`src/rtl/mips_periph_pkg.sv`:
```
// Shared definitions for memory-mapped peripherals on the data-memory bus:
// register offsets, TCON bit positions and the default window base.
package mips_periph_pkg;

  localparam logic [31:0] DEFAULT_BASE_ADDR = 32'h4000_0000;

  // Byte offsets within the peripheral window
  localparam logic [4:0] OFS_TH      = 5'h00;
  localparam logic [4:0] OFS_TL      = 5'h04;
  localparam logic [4:0] OFS_TCON    = 5'h08;
  localparam logic [4:0] OFS_SYSTICK = 5'h14;

  localparam int unsigned TCON_EN = 0;
  localparam int unsigned TCON_IE = 1;
  localparam int unsigned TCON_ST = 2;

endpackage

```
`src/rtl/timer_irq_peripheral_if.sv`:
```
// Data-memory bus slice seen by the timer: CPU drives strobes, address and store
// data; the peripheral returns load data and its window-select flag.
interface timer_irq_peripheral_if;
  logic        MemRead;
  logic        MemWrite;
  logic [31:0] Addr;
  logic [31:0] WriteData;
  logic [31:0] ReadData;
  logic        Sel;

  modport master (
    output MemRead, MemWrite, Addr, WriteData,
    input  ReadData, Sel
  );

  modport slave (
    input  MemRead, MemWrite, Addr, WriteData,
    output ReadData, Sel
  );
endinterface

```
`src/rtl/timer_prescaler.sv`:
```
// Divides the clock into count ticks: one tick every PRESCALE cycles while enabled.
// Only instantiated when TIMER_PRESCALE_EN is defined.
module timer_prescaler #(
  parameter int unsigned PRESCALE = 1
) (
  input  logic clk,
  input  logic reset,
  input  logic en,
  input  logic clr,
  output logic tick
);

  localparam logic [15:0] Last = 16'(PRESCALE - 1);

  logic [15:0] pcQ;

  // Disabling the timer or rewriting TL restarts the divide phase
  always_ff @(posedge clk) begin
    if (reset || !en || clr) begin
      pcQ <= '0;
    end else if (pcQ == Last) begin
      pcQ <= '0;
    end else begin
      pcQ <= pcQ + 16'd1;
    end
  end

  assign tick = en & (pcQ == Last);

endmodule

```
`src/rtl/timer_irq_peripheral.sv`:
```
// Memory-mapped reload timer with level IRQ and free-running SYSTICK counter.
// Define TIMER_PRESCALE_EN to divide the count rate by PRESCALE.
module timer_irq_peripheral
  import mips_periph_pkg::*;
#(
  parameter logic [31:0] BASE_ADDR = DEFAULT_BASE_ADDR,
  parameter int unsigned PRESCALE  = 1
) (
  input  logic                   clk,
  input  logic                   reset,
  timer_irq_peripheral_if.slave  bus,
  output logic                   IRQ
);

  if (PRESCALE < 1 || PRESCALE > 65535) begin : gPrescaleRange
    $error("PRESCALE must be in 1..65535");
  end

  logic [31:0] thQ, thD;
  logic [31:0] tlQ, tlD;
  logic [2:0]  tconQ, tconD;
  logic [31:0] systickQ;

  logic        hit;
  logic [4:0]  ofs;
  logic        thWr, tlWr, tconWr;
  logic        tick, count, overflow;
  logic [31:0] readMux;
  logic        unusedAddr;

  assign hit        = (bus.Addr[31:5] == BASE_ADDR[31:5]);
  assign ofs        = {bus.Addr[4:2], 2'b00};
  assign unusedAddr = ^bus.Addr[1:0];

  assign thWr   = bus.MemWrite & hit & (ofs == OFS_TH);
  assign tlWr   = bus.MemWrite & hit & (ofs == OFS_TL);
  assign tconWr = bus.MemWrite & hit & (ofs == OFS_TCON);

`ifdef TIMER_PRESCALE_EN
  timer_prescaler #(
    .PRESCALE (PRESCALE)
  ) uPrescaler (
    .clk   (clk),
    .reset (reset),
    .en    (tconQ[TCON_EN]),
    .clr   (tlWr),
    .tick  (tick)
  );
`else
  assign tick = 1'b1;
`endif

  assign count    = tick & tconQ[TCON_EN];
  assign overflow = count & (tlQ == 32'hFFFF_FFFF);

  always_comb begin
    thD = thWr ? bus.WriteData : thQ;

    // A CPU store to TL beats both increment and reload; reload uses the pre-write TH
    tlD = tlQ;
    if (tlWr) begin
      tlD = bus.WriteData;
    end else if (overflow) begin
      tlD = thQ;
    end else if (count) begin
      tlD = tlQ + 32'd1;
    end

    // Overflow set dominates a same-cycle software clear so no event is lost
    tconD = tconQ;
    if (tconWr) begin
      tconD = bus.WriteData[2:0];
      if (overflow && bus.WriteData[TCON_IE]) begin
        tconD[TCON_ST] = 1'b1;
      end
    end else if (overflow && tconQ[TCON_IE]) begin
      tconD[TCON_ST] = 1'b1;
    end
  end

  always_ff @(posedge clk) begin
    if (reset) begin
      thQ      <= '0;
      tlQ      <= '0;
      tconQ    <= '0;
      systickQ <= '0;
    end else begin
      thQ      <= thD;
      tlQ      <= tlD;
      tconQ    <= tconD;
      systickQ <= systickQ + 32'd1;
    end
  end

  always_comb begin
    readMux = '0;
    if (bus.MemRead && hit) begin
      case (ofs)
        OFS_TH:      readMux = thQ;
        OFS_TL:      readMux = tlQ;
        OFS_TCON:    readMux = {29'd0, tconQ};
        OFS_SYSTICK: readMux = systickQ;
        default:     readMux = '0;
      endcase
    end
  end

  assign bus.ReadData = readMux;
  assign bus.Sel      = hit;
  assign IRQ          = tconQ[TCON_IE] & tconQ[TCON_ST];

endmodule

```
`src/flat_wrapper.sv`:
```
// flat-port wrapper written by rule: the top's interface ports become plain ports
module timer_irq_peripheral_flat import mips_periph_pkg::*;
#(
  parameter logic [31:0] BASE_ADDR = DEFAULT_BASE_ADDR,
  parameter int unsigned PRESCALE  = 1
)
  (clk, reset, IRQ, bus_MemRead, bus_MemWrite, bus_Addr, bus_WriteData, bus_ReadData, bus_Sel);
  timer_irq_peripheral_if bus_i ();
  input  logic clk;
  input  logic reset;
  output logic IRQ;
  input wire logic [$bits(bus_i.MemRead)-1:0] bus_MemRead;
  input wire logic [$bits(bus_i.MemWrite)-1:0] bus_MemWrite;
  input wire logic [$bits(bus_i.Addr)-1:0] bus_Addr;
  input wire logic [$bits(bus_i.WriteData)-1:0] bus_WriteData;
  output wire logic [$bits(bus_i.ReadData)-1:0] bus_ReadData;
  output wire logic [$bits(bus_i.Sel)-1:0] bus_Sel;
  assign bus_i.MemRead = bus_MemRead;
  assign bus_i.MemWrite = bus_MemWrite;
  assign bus_i.Addr = bus_Addr;
  assign bus_i.WriteData = bus_WriteData;
  assign bus_ReadData = bus_i.ReadData;
  assign bus_Sel = bus_i.Sel;
  timer_irq_peripheral #(.BASE_ADDR(BASE_ADDR), .PRESCALE(PRESCALE)) u_core (.clk(clk), .reset(reset), .bus(bus_i), .IRQ(IRQ));
endmodule
```
`config.mk`:
```
export PLATFORM = sky130hd
export DESIGN_NAME = timer_irq_peripheral_flat
export DESIGN_NICKNAME = d
export VERILOG_FILES = /design/src/rtl/mips_periph_pkg.sv /design/src/rtl/timer_irq_peripheral_if.sv /design/src/rtl/timer_prescaler.sv /design/src/rtl/timer_irq_peripheral.sv /design/src/flat_wrapper.sv
export SDC_FILE = /design/constraint.sdc
export NUM_CORES = 1
export LEC_CHECK = 0
export ABC_AREA = 1
export CORE_ASPECT_RATIO = 1.75
export CORE_UTILIZATION = 58
export DETAILED_ROUTE_END_ITERATION = 10
export DONT_BUFFER_PORTS = 1
export PLACE_DENSITY = 0.76
export SKIP_CTS_REPAIR_TIMING = 1
export SLEW_MARGIN = 20
export SYNTH_ARGS = -nofsm -noshare
export SYNTH_HDL_FRONTEND = slang
export SYNTH_SLANG_ARGS = --single-unit
export TNS_END_PERCENT = 30
```
`constraint.sdc`:
```
create_clock -name clk -period 5.6 [get_ports clk]
set_input_delay 1.4 -clock clk [delete_from_list [all_inputs] [get_ports clk]]
set_output_delay 1.4 -clock clk [all_outputs]
set_load 0.01 [all_outputs]
```
==> results of run 1 <==
==> final cells by class <==
cell class	instances	area, sq um	area share, %
inverter	97	365	5.24
multi-input combinational	908	4120	59.0
clock inverter	6	56.3	0.807
clock buffer	10	229	3.28
tap	132	165	2.37
timing repair buffer	8	60.1	0.861
sequential	99	1980	28.4
==> per-layer routing <==
metal / global-route usage, % / routed length [um]
met3: 6.56 / 1660
met2: 62.6 / 10500
met1: 39.1 / 7690
met5: 0 / 0
met4: 18.9 / 971
==> through the flow <==
| stage | util (%) | total power, mW | cells | hold slack [ns] |
|---|---|---|---|---|
| after floorplan | - | 0.752 | 1158 | 0.430 |
| after global placement | 59.6 | 0.754 | 1244 | 0.462 |
| after detailed placement | 59.6 | 0.754 | 1244 | 0.470 |
| after CTS | 62.1 | 1.36 | 1260 | 0.487 |
| after global routing | 62.1 | 1.39 | 1260 | 0.498 |
| final | 62.1 | 1.35 | 1260 | 0.486 |
==> cells by family after synthesis <==
group | Yosys count
buf+inv | 151
flops | 99
compound gates | 121
xor+xnor | 18
simple gates | 767
fa+ha+maj | 2
==> worst register-to-register path: stages (launching register included) <==
cell      delay, ns
dfxtp_1        0.75
inv_2          0.50
nor2_1         0.20
nand2_1        0.10
nor2_4         0.35
nand3_4        0.41
clkinv_2       0.42
nand2_1        0.09
nand2_1        0.07
nor2_1         0.04
nor2_1         0.12
nor2_1         0.04
==> cell usage in the layout, fill, tap and decap left out, drive strengths merged, types with 2 or more instances in the layout <==
cell	n
inv	98
nor4	3
a21oi	26
o21a	2
nand2	345
dfxtp	99
nor3	41
or2	6
xnor2	3
ha	2
o21ai	57
nand3	78
nand3b	14
clkinv	4
nor2	254
nor3b	3
clkbuf	10
a31oi	30
xor2	15
buf	8
nand4	22
==> where the power goes <==
group	switching, mW	total [mW]	internal (mW)
Clock	0.301	0.613	0.312
Sequential	0.00176	0.707	0.705
Combinational	0.0231	0.0315	0.00835
==> sequential cells by signal, summed over array words and instances, names as in the netlist <==
register         cells
u_core.systickQ     32
u_core.tconQ         3
u_core.thQ          32
u_core.tlQ          32
==> path summary, 6_finish.rpt <==
check | startpoint | cells past startpoint | end | slack [ns]
setup / recovery | bus_Addr[2] | 7 | bus_ReadData[28] | 0.93
hold / removal | u_core.systickQ[31]$_SDFF_PP0_ | 2 | u_core.systickQ[31]$_SDFF_PP0_ | 0.49
setup reg to reg | u_core.tconQ[0]$_SDFFE_PP0P_ | 11 | u_core.tlQ[15]$_SDFFE_PP0P_ | 2.40
hold reg to reg | u_core.systickQ[31]$_SDFF_PP0_ | 2 | u_core.systickQ[31]$_SDFF_PP0_ | 0.49
==> impl_metrics.env, run 1 <==
export IMPL_synthSimpleGateAreaFrac_pct=48.5
export IMPL_grt_usage_pct=34.9
export IMPL_area_growth_pct=3.64
export IMPL_dieArea_sq_um=12100
export IMPL_path_clk_slew_ns=0.07
export IMPL_yosysMostFrequentCell="nand2_1"
export IMPL_dpl_instance_area_sq_um=6690
export IMPL_synth_area_top_cells="dfxtp_1 29%, nand2_1 19%, nor2_1 14%, nand3_1 5.6%, inv_1 5.1%"
export IMPL_path_buf_inv=3
export IMPL_skew_ns=0.0110
export IMPL_syn_avg_cell_area_sq_um=5.81
export IMPL_row_count=51
export IMPL_grt_pass1_wl_um=33300
export IMPL_maxCapViolCount=0
export IMPL_pre_cts_ws_ns=0.995
export IMPL_period_minus_slack_ns=4.67
export IMPL_drc_errors=0
export IMPL_synth_top_family_by_area="simple AND/OR/NAND/NOR gates"
export IMPL_vias=7293
export IMPL_numCtsBuffers=9
export IMPL_start_util_pct=59.9
export IMPL_crit_fanout=32
export IMPL_synth_ff_type="dfxtp_1"
export IMPL_yosysWarnings=0
export IMPL_synth_compound_area_share_pct=9.91
export IMPL_synth_fp_nets=1228
export IMPL_grt_overflow_total=0
export IMPL_wl_per_cell_um=16.5
export IMPL_synth_area_mux_share_pct=0
export IMPL_routed_wl_um=20800
export IMPL_core_area_sq_um=11200
export IMPL_max_freq_ghz=0.214
export IMPL_post_route_period_util_pct=83.4
export IMPL_ys_types=42
export IMPL_crit_family="buffers and inverters"
export IMPL_synth_fa_ha_area_share_pct=0.372
export IMPL_dr_pass1_iters=6
export IMPL_cp_end_kind="output port"
export IMPL_synth_cells=1158
export IMPL_io_pins=102
export IMPL_layout_nets=1193
export IMPL_dieHeight_um=145
export IMPL_cts_root_buf="clkbuf_16"
export IMPL_syn_area_sq_um=6730
export IMPL_ant_nets=0
export IMPL_crit_type="in -> out"
export IMPL_htreeDepth=3
export IMPL_slew_headroom_pct=26.8
export IMPL_place_hpwl_um=14800
export IMPL_fill_cells=1188
export IMPL_outcome="complete, no violations"
export IMPL_viasPerCell=5.79
export IMPL_grt_max_degree=62
export IMPL_worstMarginPinSlew_ns=1.09
export IMPL_antenna_found_initial=0
export IMPL_portBuffers=0
export IMPL_gp_congestion=0.938
export IMPL_ys_seq_area_share_pct=29.4
export IMPL_max_clock_path_buffers=2
export IMPL_yosys_top_cells_count="341 x nand2_1, 245 x nor2_1, 99 x dfxtp_1"
export IMPL_tritoncts="built"
export IMPL_stdcell_area_sq_um=6980
export IMPL_worst_endpoint_required_ns=4.20
export IMPL_start_kind="primary input"
export IMPL_cts_sinks=99
export IMPL_synthDominantCellAreaShare_pct=29.4
export IMPL_async_flop_share_pct=0
export IMPL_clk_latency_ns=0.35
export IMPL_cp_slowest_cell="inv_1"
export IMPL_rsz0062_at_grt="no"
export IMPL_hold_viol=0
export IMPL_powerDensity_nw_per_um2=194
export IMPL_synthXorXnorAreaFrac_pct=2.34
export IMPL_setup_viol=0
export IMPL_crit_path_cell_trace="nor2_1 -> nand2_1 -> buf_4 -> inv_1 -> buf_4 -> nand2_1 -> a31oi_1"
export IMPL_first_global_vias=6681
export IMPL_ys_seq_elements=99
export IMPL_max_stage_delay_ns=0.56
export IMPL_fp_dieW_um=83.4
export IMPL_min_path_type="reg -> reg"
export IMPL_synth_edf_count=0
export IMPL_layout_setup_ws_ns=0.931
export IMPL_drv_slew=0
export IMPL_antenna_cells=0
export IMPL_yosysTopAreaCell="dfxtp_1"
export IMPL_p_leak_nw=2.53
export IMPL_drive_above_1_share_pct=4.52
export IMPL_ir_drop_uv=152
export IMPL_worst_ep_arrival_time_ns=3.27
export IMPL_setup_tns_final_ns=0
export IMPL_drt_iter0_drc=672
No activity file was read; power rests on OpenSTA's default activity.
==> run 2, diff against run 1 <==
PLACE_DENSITY = 0.78   (was 0.76)
clock period = 3.9 ns   (was 5.6 ns; I/O delays follow)
==> run 2 against run 1 <==
  * Final cell count increased by 3.1%
  * Sequential cell count unchanged
  * Via count increased by 2.2%
  * Wire length increased by 0.75%
  * Power increased by 45%
  * Worst setup slack got worse by 0.34 ns
  * Critical endpoint is now bus_ReadData[22]
  * Highest routed layer unchanged
==> impl_metrics.env, run 2 (synthesis gave the netlist of run 1 again) <==
export IMPL_viasPerCell=5.74
export IMPL_hold_viol=0
export IMPL_dieArea_sq_um=12100
export IMPL_dr_pass1_iters=5
export IMPL_ir_drop_uv=227
export IMPL_cts_root_buf="clkbuf_16"
export IMPL_slew_headroom_pct=56.2
export IMPL_stdcell_area_sq_um=7280
export IMPL_row_count=51
export IMPL_min_delay_start="u_core.systickQ[0]$_SDFF_PP0_"
export IMPL_area_growth_pct=8.14
export IMPL_layout_common_cells="341 x nand2_1, 244 x nor2_1, 99 x dfxtp_1"
export IMPL_rsz0062_at_grt="no"
export IMPL_p_leak_nw=2.74
export IMPL_drc_errors=0
export IMPL_drt_iter0_drc=710
export IMPL_intPower_mw=1.49
export IMPL_outcome="complete, no violations"
export IMPL_pwr_share_clk_pct=46.0
export IMPL_startpoint="bus_Addr[2]"
export IMPL_routed_wl_um=20900
export IMPL_period_minus_slack_ns=3.31
export IMPL_drv_slew=0
export IMPL_numCtsBuffers=9
export IMPL_pre_cts_ws_ns=0.587
export IMPL_start_kind="primary input"
export IMPL_worst_endpoint_required_ns=2.92
export IMPL_r2r_start="u_core.tlQ[0]$_SDFFE_PP0P_"
export IMPL_htreeDepth=3
export IMPL_path_clk_slew_ns=0.08
export IMPL_worst_ep_arrival_time_ns=2.33
export IMPL_fill_cells=1082
export IMPL_grt_max_degree=62
export IMPL_drive_above_1_share_pct=7.88
export IMPL_cp_end_kind="output port"
export IMPL_place_hpwl_um=15200
export IMPL_post_route_period_util_pct=84.8
export IMPL_reg_top3="u_core.systickQ x32, u_core.thQ x32, u_core.tlQ x32"
export IMPL_max_clock_path_buffers=2
export IMPL_seqPwrFrac_pct=51.7
export IMPL_fp_dieW_um=83.4
export IMPL_setup_tns_final_ns=0
export IMPL_antenna_cells=0
export IMPL_core_area_sq_um=11200
export IMPL_first_global_vias=6928
export IMPL_io_pins=102
export IMPL_final_common_cell="nand2_1"
export IMPL_crit_type="in -> out"
export IMPL_gp_congestion=0.963
export IMPL_max_freq_ghz=0.302
export IMPL_antenna_found_initial=0
export IMPL_cts_sinks=99
export IMPL_grt_overflow_total=0
export IMPL_portBuffers=0
export IMPL_skew_ns=0.00858
export IMPL_min_path_type="reg -> reg"
export IMPL_switching_power_mw=0.475
export IMPL_vias=7450
export IMPL_grt_usage_pct=34.8
export IMPL_maxCapViolCount=0
export IMPL_dieHeight_um=145
export IMPL_power_mw=1.96
export IMPL_p_sw_share_pct=24.2
export IMPL_tritoncts="built"
export IMPL_grt_pass1_wl_um=33100
export IMPL_worstMarginPinSlew_ns=0.656
export IMPL_crit_fanout=19
export IMPL_dpl_instance_area_sq_um=6980
export IMPL_clk_latency_ns=0.35
export IMPL_setup_viol=0
export IMPL_p_comb_share_pct=2.4
export IMPL_layout_setup_ws_ns=0.591
export IMPL_ant_nets=0
export IMPL_start_util_pct=59.9
export IMPL_powerDensity_nw_per_um2=270
export IMPL_hold_ws_ns=0.471
export IMPL_layout_nets=1232
export IMPL_wl_per_cell_um=16.1
==> run 2: changes by cell type in the layout (fill, tap and decap cells not counted), sizes merged <==
cell  delta
buf     +39
==> run 2: layout make-up <==
| type | instances | area [sq um] | area share [%] |
|---|---|---|---|
| timing repair buffer | 47 | 353 | 4.85 |
| inverter | 97 | 365 | 5.02 |
| clock inverter | 6 | 56.3 | 0.774 |
| clock buffer | 10 | 239 | 3.28 |
| multi-input combinational | 908 | 4120 | 56.6 |
| tap | 132 | 165 | 2.27 |
| sequential | 99 | 1980 | 27.2 |
==> run 2: power by group through the flow <==
stage	Sequential, mW	Combinational (mW)	Clock, mW
after floorplan	1.04	0.0423	0
after global placement	1.04	0.0451	0
after detailed placement	1.04	0.0455	0
after global routing	1.02	0.0511	0.945
final	1.01	0.0462	0.903
after CTS	1.01	0.0457	0.912
==> run 2: worst max-delay path, stage by stage <==
cell	delay (ns)
inv_1	0.02
nor2_1	0.16
nand2_1	0.10
inv_1	0.28
buf_4	0.29
nand2_1	0.09
a31oi_1	0.24
buf_4	0.18
==> run 2: path summary, 6_finish.rpt <==
kind                                         to  slack, ns  cells after the start
setup reg to reg     u_core.tlQ[9]$_SDFFE_PP0P_       1.38                     13
setup / recovery               bus_ReadData[22]       0.59                      8
hold / removal    u_core.systickQ[0]$_SDFF_PP0_       0.47                      1
hold reg to reg   u_core.systickQ[0]$_SDFF_PP0_       0.47                      1
==> run 2: metrics by stage <==
step,utilization [%],std cells
after floorplan,-,1158
after global placement,62.2,1283
after detailed placement,62.2,1283
after CTS,64.8,1299
after global routing,64.8,1299
final,64.8,1299
==> run 2: routing by layer <==
layer  vias up  track usage, %  share of wire [%]
met5         -               0                  0
met4         0            21.1                5.6
met3        79            5.82                6.5
met2       314            62.5                 50
met1      3350            38.4                 38
li1       3707               -                  -
==> run 3, diff against run 2 <==
clock period = 2.8 ns   (was 3.9 ns; I/O delays follow)
==> run 3 against run 2 <==
  * Die area stayed put
  * Sequential share of layout area is 0.43 points lower
  * Register-to-register slack worse by 0.79 ns
  * Global-route usage is 0.77 points higher
  * Largest power group unchanged
  * Critical path depth is 1 lower
  * Power is 47% higher
  * Clock-buffer cell count stayed put
  * Worst setup slack worse by 0.55 ns
  * Sequential power is 40% higher
  * Via count is 1.1% higher
  * Cell area is 1.6% higher
  * Clock power is 54% higher
==> impl_metrics.env, run 3 (synthesis gave the netlist of run 1 again) <==
export IMPL_outcome="complete, no violations"
export IMPL_dieHeight_um=145
export IMPL_slew_headroom_pct=55.6
export IMPL_portBuffers=0
export IMPL_reg_top3="u_core.systickQ x32, u_core.thQ x32, u_core.tlQ x32"
export IMPL_worstMarginPinSlew_ns=0.666
export IMPL_row_count=51
export IMPL_first_global_vias=7020
export IMPL_hold_ws_ns=0.408
export IMPL_setup_tns_final_ns=0
export IMPL_skew_ns=0.00811
export IMPL_p_leak_nw=2.80
export IMPL_routed_wl_um=21400
export IMPL_core_area_sq_um=11200
export IMPL_place_hpwl_um=15500
export IMPL_worst_ep_arrival_time_ns=2.06
export IMPL_period_minus_slack_ns=2.76
export IMPL_drc_errors=0
export IMPL_ir_drop_uv=292
export IMPL_worst_endpoint_required_ns=2.10
export IMPL_crit_fanout=15
export IMPL_crit_type="in -> out"
export IMPL_maxCapViolCount=0
export IMPL_start_kind="primary input"
export IMPL_hold_viol=0
export IMPL_dr_pass1_iters=5
export IMPL_fp_dieW_um=83.4
export IMPL_drt_iter0_drc=699
export IMPL_numCtsBuffers=9
export IMPL_htreeDepth=3
export IMPL_max_clock_path_buffers=2
export IMPL_grt_usage_pct=35.6
export IMPL_antenna_found_initial=0
export IMPL_rsz0062_at_grt="no"
export IMPL_viasPerCell=5.77
export IMPL_grt_overflow_total=0
export IMPL_cts_root_buf="clkbuf_16"
export IMPL_cp_end_kind="output port"
export IMPL_io_pins=102
export IMPL_antenna_cells=0
export IMPL_grt_max_degree=62
export IMPL_max_freq_ghz=0.363
export IMPL_min_path_type="in -> reg"
export IMPL_layout_nets=1239
export IMPL_grt_pass1_wl_um=33700
export IMPL_layout_setup_ws_ns=0.0417
export IMPL_vias=7530
export IMPL_path_clk_slew_ns=0.07
export IMPL_start_util_pct=59.9
export IMPL_pre_cts_ws_ns=0.0500
export IMPL_wl_per_cell_um=16.4
export IMPL_drive_above_1_share_pct=8.44
export IMPL_drv_slew=0
export IMPL_layout_common_cells="341 x nand2_1, 244 x nor2_1, 99 x dfxtp_1"
export IMPL_gp_congestion=0.960
export IMPL_cts_sinks=99
export IMPL_setup_viol=0
export IMPL_clk_latency_ns=0.35
export IMPL_powerDensity_nw_per_um2=389
export IMPL_area_growth_pct=9.87
export IMPL_final_common_cell="nand2_1"
export IMPL_post_route_period_util_pct=98.5
export IMPL_dieArea_sq_um=12100
export IMPL_ant_nets=0
export IMPL_tritoncts="built"
==> run 3: cell types whose count changed in the layout (fill, tap and decap cells not counted), sizes merged <==
cell      delta
clkinvlp     -1
bufinv       +2
buf          +7
clkinv       -2
==> run 3: final timing paths <==
check	start	end	slack, ns	cells after the start
max	bus_Addr[29]	bus_ReadData[26]	0.04	7
min	reset	u_core.systickQ[31]$_SDFF_PP0_	0.41	1
max reg2reg	u_core.tlQ[0]$_SDFFE_PP0P_	u_core.tlQ[10]$_SDFFE_PP0P_	0.59	12
min reg2reg	u_core.systickQ[0]$_SDFF_PP0_	u_core.systickQ[0]$_SDFF_PP0_	0.47	1
==> run 3: layout make-up <==
type | instances | area [sq um]
multi-input cells | 908 | 4130
fillers | 1095 | 3840
flip-flops and latches | 99 | 1980
repair buffers | 54 | 430
inverters | 97 | 365
clock buffers | 10 | 239
well taps | 132 | 165
clock inverters | 5 | 82.6
==> run 3: report_power, final <==
part / internal, mW / switching (mW) / total (mW)
Combinational: 0.0228 / 0.0490 / 0.0718
Sequential: 1.41 / 0.00345 / 1.41
Clock: 0.809 / 0.584 / 1.39
Total: 2.24 / 0.637 / 2.88
==> run 3: through the flow <==
stage	total power, mW	std cells	utilization (%)	area [sq um]
5_1_grt	2.93	1305	65.8	7390
6_report	2.88	1305	65.8	7390
4_1_cts	2.88	1305	65.7	7380
3_5_place_dp	1.52	1290	62.9	7060
2_1_floorplan	1.50	1158	-	6730
3_3_place_gp	1.52	1290	62.9	7060
==> run 3: per-layer routing <==
layer  vias to the layer above  wire [um]  GRT usage (%)  part of all wire [%]
met5                         -          0              0                     0
met4                         0       1030           21.1                   4.8
met3                        74       1530           5.48                   7.1
met2                       325      10800           64.9                    51
met1                      3408       7950           38.9                    37
li1                       3723          -              -                     -
==> run 3: critical path, cell delays in order <==
cell and delay, ns:
nor3b_1 0.26, nand2_1 0.15, nor2_4 0.18, o211ai_1 0.13
buf_4 0.22, a31oi_1 0.25, buf_4 0.17
